### config.mk
export PLATFORM = sky130hd
export DESIGN_NAME = wb_avalon_arbiter
export DESIGN_NICKNAME = d
export VERILOG_FILES = /design/src/rtl/wb_avalon_arbiter.sv
export SDC_FILE = /design/constraint.sdc
export NUM_CORES = 1
export LEC_CHECK = 0
export CAP_MARGIN = 20
export CELL_PAD_IN_SITES_DETAIL_PLACEMENT = 1
export CELL_PAD_IN_SITES_GLOBAL_PLACEMENT = 2
export CORE_MARGIN = 3
export CORE_UTILIZATION = 12
export CTS_BUF_LIST = sky130_fd_sc_hd__clkbuf_2
export DETAILED_ROUTE_END_ITERATION = 12
export PLACE_DENSITY_LB_ADDON = 0.1
export SLEW_MARGIN = 20
export SYNTH_ARGS = -nofsm -noshare
export SYNTH_HDL_FRONTEND = slang
export SYNTH_SLANG_ARGS = --single-unit
### constraint.sdc
create_clock -name wb_clk_i -period 2.68 [get_ports wb_clk_i]
set_input_delay 0.536 -clock wb_clk_i [delete_from_list [all_inputs] [get_ports wb_clk_i]]
set_output_delay 0.536 -clock wb_clk_i [all_outputs]
set_load 0.01 [all_outputs]
### src/rtl/wb_avalon_arbiter.sv
// Round-robin arbiter sharing one Wishbone slave port among NUM_MASTERS masters.
// Grant is registered and held cyc-to-cyc; a per-beat watchdog errors out hung accesses.
module wb_avalon_arbiter #(
   parameter int NUM_MASTERS = 2,
   parameter int DW          = 32,
   parameter int AW          = 32,
   parameter int TIMEOUT     = 1023
) (
   input  logic                        wb_clk_i,
   input  logic                        wb_rst_ni,
   input  logic [NUM_MASTERS*AW-1:0]   m_adr_i,
   input  logic [NUM_MASTERS*DW-1:0]   m_dat_i,
   input  logic [NUM_MASTERS*DW/8-1:0] m_sel_i,
   input  logic [NUM_MASTERS-1:0]      m_we_i,
   input  logic [NUM_MASTERS-1:0]      m_cyc_i,
   input  logic [NUM_MASTERS-1:0]      m_stb_i,
   input  logic [NUM_MASTERS*3-1:0]    m_cti_i,
   input  logic [NUM_MASTERS*2-1:0]    m_bte_i,
   output logic [DW-1:0]               m_dat_o,
   output logic [NUM_MASTERS-1:0]      m_ack_o,
   output logic [NUM_MASTERS-1:0]      m_err_o,
   output logic [NUM_MASTERS-1:0]      m_rty_o,
   output logic [AW-1:0]               s_adr_o,
   output logic [DW-1:0]               s_dat_o,
   output logic [DW/8-1:0]             s_sel_o,
   output logic                        s_we_o,
   output logic                        s_cyc_o,
   output logic                        s_stb_o,
   output logic [2:0]                  s_cti_o,
   output logic [1:0]                  s_bte_o,
   input  logic [DW-1:0]               s_dat_i,
   input  logic                        s_ack_i,
   input  logic                        s_err_i,
   input  logic                        s_rty_i,
   output logic [NUM_MASTERS-1:0]      gnt_o
);

   localparam int          OW       = $clog2(NUM_MASTERS);
   localparam int          SW       = DW / 8;
   localparam logic [15:0] WD_LIMIT = 16'(TIMEOUT);

   typedef enum logic [1:0] {IDLE, BUSY, ABORT} state_t;

   state_t                 state, state_d;
   logic [OW-1:0]          owner, owner_d, last, last_d, winner;
   logic [NUM_MASTERS-1:0] gnt_d;
   logic [15:0]            wd_cnt, wd_d;
   logic                   found, busy, own_cyc, own_stb, term, wd_hit;
   int                     idx;

   // Round-robin search starting just after the previous owner.
   always_comb begin
      winner = '0;
      found  = 1'b0;
      idx    = 0;
      for (int i = 1; i <= NUM_MASTERS; i++) begin
         idx = (int'(last) + i) % NUM_MASTERS;
         if (!found && m_cyc_i[OW'(idx)]) begin
            winner = OW'(idx);
            found  = 1'b1;
         end
      end
   end

   assign busy    = (state == BUSY);
   assign own_cyc = m_cyc_i[owner];
   assign own_stb = m_stb_i[owner];
   assign term    = s_ack_i | s_err_i | s_rty_i;

   // Release and a real termination both take precedence over the watchdog.
   assign wd_hit  = (TIMEOUT != 0) && busy && own_cyc && own_stb && !term
                    && (wd_cnt == WD_LIMIT);

   assign s_adr_o = m_adr_i[int'(owner)*AW +: AW];
   assign s_dat_o = m_dat_i[int'(owner)*DW +: DW];
   assign s_sel_o = m_sel_i[int'(owner)*SW +: SW];
   assign s_cti_o = m_cti_i[int'(owner)*3 +: 3];
   assign s_bte_o = m_bte_i[int'(owner)*2 +: 2];
   assign s_cyc_o = busy && own_cyc;
   assign s_stb_o = busy && own_cyc && own_stb && !wd_hit;
   assign s_we_o  = busy && own_cyc && m_we_i[owner];
   assign m_dat_o = s_dat_i;

   always_comb begin
      m_ack_o = '0;
      m_err_o = '0;
      m_rty_o = '0;
      if (busy) begin
         m_ack_o[owner] = s_ack_i;
         m_err_o[owner] = s_err_i | wd_hit;
         m_rty_o[owner] = s_rty_i;
      end
   end

   always_comb begin
      state_d = state;
      owner_d = owner;
      last_d  = last;
      gnt_d   = gnt_o;
      wd_d    = wd_cnt;
      unique case (state)
         IDLE: begin
            wd_d = '0;
            if (found) begin
               owner_d        = winner;
               gnt_d          = '0;
               gnt_d[winner]  = 1'b1;
               state_d        = BUSY;
            end
         end
         BUSY: begin
            if (!own_cyc) begin
               state_d = IDLE;
               last_d  = owner;
               gnt_d   = '0;
               wd_d    = '0;
            end else if (wd_hit) begin
               state_d = ABORT;
               wd_d    = '0;
            end else if ((TIMEOUT != 0) && own_stb && !term) begin
               wd_d = wd_cnt + 16'd1;
            end else begin
               wd_d = '0;
            end
         end
         ABORT: begin
            // Drain: keep the grant until the abandoned cycle is dropped.
            if (!own_cyc) begin
               state_d = IDLE;
               last_d  = owner;
               gnt_d   = '0;
            end
         end
         default: state_d = IDLE;
      endcase
   end

   always_ff @(posedge wb_clk_i) begin
      if (!wb_rst_ni) begin
         state  <= IDLE;
         owner  <= '0;
         last   <= OW'(NUM_MASTERS - 1);
         gnt_o  <= '0;
         wd_cnt <= '0;
      end else begin
         state  <= state_d;
         owner  <= owner_d;
         last   <= last_d;
         gnt_o  <= gnt_d;
         wd_cnt <= wd_d;
      end
   end

endmodule

Yosys cells after proc, flatten, opt, wreduce, memory -nomap -nowiden
Cells that the tools add are included.
{ "word_totals": {"wordCells": 87, "out_inout_bits": 116, "register_bits": 22, "input_bits": 189} }
{ "classes": {"n_eq_ne": 7, "shift": 5, "bitwise_logic": 7, "n_reduce_logical": 21, "mux": 32, "magnitude_cmp": 6, "n_mul": 1, "addsub": 3} }
{ "op_table": {"columns": ["op", "n"], "rows": [
  ["$shiftx 64x7->32", 2],
  ["$mux 16", 3],
  ["$pmux 16 s2", 1],
  ["$add 16x1->16 const B", 1],
  ["$eq 16x10->1 const B", 1],
  ["$mux 1", 16],
  ["$mux 2", 8],
  ["$logic_and 1x1->1", 10],
  ["$shiftx 8x4->4", 1],
  ["$and 2x2->2", 3],
  ["$lt 1x3->1 const B", 2],
  ["$ne 2x2->1 const B", 3],
  ["$pmux 2 s3", 1],
  ["$reduce_and 3->1", 2],
  ["$shiftx 6x4->3", 1],
  ["$lt 1x2->1 const B", 2],
  ["$pmux 2 s2", 1],
  ["$reduce_and 2->1", 2],
  ["$reduce_bool 2->1", 2],
  ["$shiftx 4x3->2", 1],
  ["$logic_not 1->1", 3],
  ["$mul 1x2->3 const B", 1],
  ["$ne 3x2->1 const B", 1],
  ["$or 1x1->1", 3],
  ["8 further kinds", 11]
]} }

Depth between registers and ports, before layout
{ "depth": {"depth_word": 14, "ltp_mapped": 8, "mapped_depth_nobuf": 6} }

Least setup slack after synthesis
OpenSTA, ideal clock, no wires.
{ "synth_path": {"path_type": "input port to output port", "start": "in s_err_i", "end": "out m_err_o[0]", "cell_stages": 5, "setup_slack_ps": 148, "required_ps": 2144, "n_path_buf": 1, "t_arrival_ps": 1996, "cell_sequence": "or3_1 > nor4b_4 > buf_2 > a21oi_1 > nor3_1"} }
{ "synth_between": {"elab_chain_cells": 8} }
{ "synth_lines": {"columns": ["item", "line_no", "text"], "rows": [
  ["start, declared", "33", "input logic s_err_i,"],
  ["$or 1x1->1 (2 in series)", "68", "assign term = s_ack_i | s_err_i | s_rty_i;"],
  ["$logic_not 1->1", "71", "assign wd_hit = (TIMEOUT != 0) && busy && own_cyc && own_stb && !term"],
  ["$logic_and 1x1->1", "71", null],
  ["$logic_and 1x1->1", "72", "&& (wd_cnt == WD_LIMIT);"],
  ["$or 1x1->1 (*)", "90", "m_err_o[owner] = s_err_i | wd_hit;"],
  ["$and 2x2->2 (no source line) (*)", null, null],
  ["$mux 2 (*)", "88", "if (busy) begin"],
  ["end, declared", "21", "output logic [NUM_MASTERS-1:0] m_err_o,"]
]} }
Every way passes the cells marked *; elsewhere a longest branch is shown, timed or not.

Worst setup path in the final report
{ "layout_path": {"start": "reg wd_cnt[14]", "end": "out s_stb_o"} }
{ "layout_between": {"elab_chain_cells": 4} }
{ "layout_lines": {"columns": ["item", "line_no", "text"], "rows": [
  ["start, declared", "47", "logic [15:0] wd_cnt, wd_d;"],
  ["start signal, assigned", "150", "wd_cnt <= wd_d;"],
  ["$eq 16x10->1", "72", null],
  ["$logic_and 1x1->1", "72", null],
  ["$logic_not 1->1", "80", "assign s_stb_o = busy && own_cyc && own_stb && !wd_hit;"],
  ["$logic_and 1x1->1", "80", null],
  ["end, declared", "28", "output logic s_stb_o,"]
]} }
Every way passes these cells.

==> out/summary.json <==
{
  "path_cells": {"value": "or4_4, nor4_4, buf_4, buf_6, a211oi_2, buf_4"},
  "fraction_of_final_layout_cells_with_drive_strength_greater_than_1": {"value": 25.4, "unit": "%"},
  "critPathCaptureType": {"value": "output pin"},
  "syn-instance-count": {"value": 283},
  "whs_endpoint": {"value": "gnt_o[0]$_SDFFE_PN0P_"},
  "critical_path_arrival": {"value": 2.15, "unit": "ns"},
  "path_buf_inv": {"value": 3},
  "timing_hold_violations_final": {"value": 0},
  "insertedDiodeCount": {"value": 0},
  "run_status": {"value": "finished, violations left"},
  "postSynthRegisterBits": {"value": 22},
  "layout-area-overhead-vs-synth": {"value": 110, "unit": "%"},
  "worstPathMaxFanout": {"value": 5},
  "drt_wl_total": {"value": 16500, "unit": "um"},
  "hold_depth": {"value": 2},
  "max_cap_viol_count": {"value": 0},
  "clock_tree.htree_level_count": {"value": 1},
  "mappedNetlistArea": {"value": 2510, "unit": "um^2"},
  "worst-r2r-cell-count": {"value": 7},
  "setup_ws_post_layout": {"value": -0.00411, "unit": "ns"},
  "1st_iter_drt_viols": {"value": 70},
  "wl_per_cell": {"value": 21.1, "unit": "um"},
  "timing.fmax": {"value": 373, "unit": "MHz"},
  "finalWeightedCongestion": {"value": 0.752},
  "final.hold.worst_slack": {"value": 0.539, "unit": "ns"},
  "placeableCoreArea": {"value": 20400, "unit": "um^2"},
  "placement.io_buffers": {"value": 240},
  "final_cells": {"value": 781},
  "die_y": {"value": 151, "unit": "um"},
  "ctsHoldBuffers": {"value": 0},
  "post_synth_top_flop": {"value": "sky130_fd_sc_hd__dfxtp_1"},
  "clock_sink_count": {"value": 22},
  "placed_cells_incl_taps": {"value": 773},
  "final_min_period_over_clock_period": {"value": 100, "unit": "%"},
  "max-clock-path-buffers": {"value": 2},
  "crit_path_max_incr_delay": {"value": 0.56, "unit": "ns"},
  "worst_slew_margin_rel": {"value": 55.6, "unit": "%"},
  "worstReg2RegStart": {"value": "state[0]$_SDFFE_PN0P_"},
  "gr-total-overflow": {"value": 0},
  "cts_tree": {"value": "done"},
  "ir_worst_vdd": {"value": 0.141, "unit": "mV"},
  "fillCellCount": {"value": 2394},
  "synth_warnings": {"value": 0},
  "power_density": {"value": 322, "unit": "nW/um^2"},
  "critPathRequiredTime": {"value": 2.14, "unit": "ns"},
  "syn_area_per_cell": {"value": 8.87, "unit": "um^2"},
  "layout.cells.most_common_list": {"value": "227 x sky130_fd_sc_hd__clkdlybuf4s50_1, 74 x sky130_fd_sc_hd__mux2_2, 28 x sky130_fd_sc_hd__buf_4, 20 x sky130_fd_sc_hd__nand2_1, 19 x sky130_fd_sc_hd__dfxtp_1"},
  "mostFrequentLayoutCell": {"value": "sky130_fd_sc_hd__clkdlybuf4s50_1"},
  "post-dp-hpwl": {"value": 14300, "unit": "um"},
  "synth_cell_type_count": {"value": 51},
  "failed_checks": {"value": "negative setup slack"},
  "post_synth_edffs": {"value": 0},
  "cellLeakagePower": {"value": 1.93, "unit": "nW"},
  "drt_drc_violations_left": {"value": 0},
  "grt_setup_unrepaired": {"value": "true"},
  "timing_worst_setup_path_type": {"value": "reg -> out"},
  "report.power.total": {"value": 0.00170, "unit": "W"},
  "layout.core_utilization": {"value": 25.8, "unit": "%"},
  "pin_count": {"value": 305},
  "path_common_cell": {"value": "sky130_fd_sc_hd__buf_4"},
  "vias": {"value": 3114},
  "hold_path.class": {"value": "reg -> reg"},
  "syn_nets": {"value": 477},
  "die_area": {"value": 22700, "unit": "um^2"},
  "nNetsFinal": {"value": 706},
  "critical-path-top-delay-family": {"value": "simple AND/OR/NAND/NOR gates"},
  "critical_path.slowest_cell": {"value": "sky130_fd_sc_hd__or4_4"},
  "timing_max_transition_violations_final": {"value": 0},
  "finalSetupTns": {"value": -0.00411, "unit": "ns"},
  "fin_skew": {"value": 0.0254, "unit": "ns"},
  "worst_skew_pair.late_latency": {"value": 0.36, "unit": "ns"},
  "cts-buffers-inserted": {"value": 3},
  "finalSetupViolCount": {"value": 1},
  "max_slew.worst_pin.slew": {"value": 0.665, "unit": "ns"},
  "fp.dieW": {"value": 151, "unit": "um"},
  "vias_in_the_first_global_route": {"value": 3322},
  "cts_root_buf": {"value": "sky130_fd_sc_hd__clkbuf_2"},
  "setup.worst_path.start_class": {"value": "register"},
  "ant_nets": {"value": 0},
  "grt_usage": {"value": 13.5, "unit": "%"},
  "r2r-end": {"value": "wd_cnt[14]$_SDFFE_PN0P_"},
  "viasPerCell": {"value": 3.99},
  "synth_async_sr_flop_share": {"value": 0, "unit": "%"},
  "grt_antenna_before_repair": {"value": 2},
  "grt_max_degree": {"value": 33},
  "fin_crit": {"value": 2.68, "unit": "ns"},
  "synth_seq_area_share": {"value": 17.5, "unit": "%"},
  "core.rowCount": {"value": 52},
  "grt_first_pass_wirelength": {"value": 22500, "unit": "um"},
  "min-delay-start": {"value": "gnt_o[0]$_SDFFE_PN0P_"},
  "floorplan.initialDensity": {"value": 12.3, "unit": "%"},
  "cts.clk_slew.worst_paths": {"value": 0.27, "unit": "ns"},
  "ff2ff_setup_slack": {"value": 0.52, "unit": "ns"},
  "drtPass1Iterations": {"value": 4}
}
## worst min-delay path: stages, from the launching register on
cell	delay [ns]
sky130_fd_sc_hd__dfxtp_1	0.38
sky130_fd_sc_hd__a21oi_1	0.12
sky130_fd_sc_hd__nor2_1	0.04
## power by group
group          total [W]  switching [W]  internal [W]
Sequential      0.000370      0.0000225      0.000348
Combinational    0.00117       0.000483      0.000683
Clock           0.000160       0.000121     0.0000393
## how the worst max path moves through the flow
stage | from | end | slack (ns) | cells after the start
3_5_place_dp | s_err_i | m_err_o[0] | -0.55 | 6
4_1_cts | s_err_i | m_err_o[1] | -0.09 | 6
6_report | wd_cnt[14]$_SDFFE_PN0P_ | s_stb_o | -0.004 | 6
2_1_floorplan | s_err_i | m_err_o[0] | 0.15 | 5
5_1_grt | wd_cnt[14]$_SDFFE_PN0P_ | s_stb_o | -0.12 | 6
3_3_place_gp | s_err_i | m_err_o[0] | -0.49 | 6
## Yosys cell counts, drive strengths merged, types with 3 or more instances
cell type,n,share of area (%)
nor4,3,1.3
a211oi,3,1.1
ha,5,2.5
nor3,9,1.8
clkbuf,11,1.6
buf,35,10
or3,4,1.0
xnor2,3,1.0
nand3,7,1.9
mux2i,3,1.2
nand2,21,3.4
or4,3,1.3
mux2,74,33
nand4,8,2.2
a21oi,10,2.1
dfxtp,22,18
o211ai,4,1.2
nor4b,3,1.6
inv,8,1.2
o21ai,6,1.2
nor2,12,1.8
nor2b,3,0.75
## flip-flops by register name, summed over array words and instances (netlist names)
signal  count
wd_cnt     16
gnt_o       2
state       2
last        1
owner       1
## final cells by class
cell class / count / area [um^2] / area share, %
clock buffers: 4 / 20.0 / 0.380
inverters: 9 / 33.8 / 0.641
multi-input cells: 206 / 1750 / 33.3
flip-flops and latches: 22 / 447 / 8.48
well taps: 270 / 338 / 6.41
repair buffers: 270 / 2680 / 50.8
## through the flow
stage | worst slack [ns] | instance area, um^2
6_report | -0.00411 | 5270
5_1_grt | -0.122 | 5270
4_1_cts | -0.0900 | 5230
3_5_place_dp | -0.552 | 5160
3_3_place_gp | -0.489 | 5160
2_1_floorplan | 0.148 | 2510
## metal layers
metal  track usage (%)  vias to the layer above  wire length (um)
li1                  -                     1481                 -
met1              14.5                     1486              6000
met2              25.2                      137              8780
met3              6.71                        6              1640
met4             0.680                        4                40
met5                 0                        -                33
## cells by family (layout without fill, tap and decap cells)
logic type / count (synthesis) / after routing / share of synthesized area (%)
XOR/XNOR: 3 / 3 / 1.05
AND/OR/NAND/NOR: 84 / 84 / 20.9
AO/OA/AOI/OAI: 37 / 37 / 10.3
adder cells (fa/ha/maj): 5 / 5 / 2.49
multiplexers: 77 / 77 / 34.4
buffers and inverters: 55 / 283 / 13.4
flip-flops: 22 / 22 / 17.5
## repair_timing
action / 4_1_cts / 5_1_grt
cloned: 1 / 0
pin swaps: 0 / 4
setup endpoints to repair: 15 / 11
gates resized for setup: 19 / 17
setup buffers: 0 / 3
No activity file was read; power rests on OpenSTA's default activity.
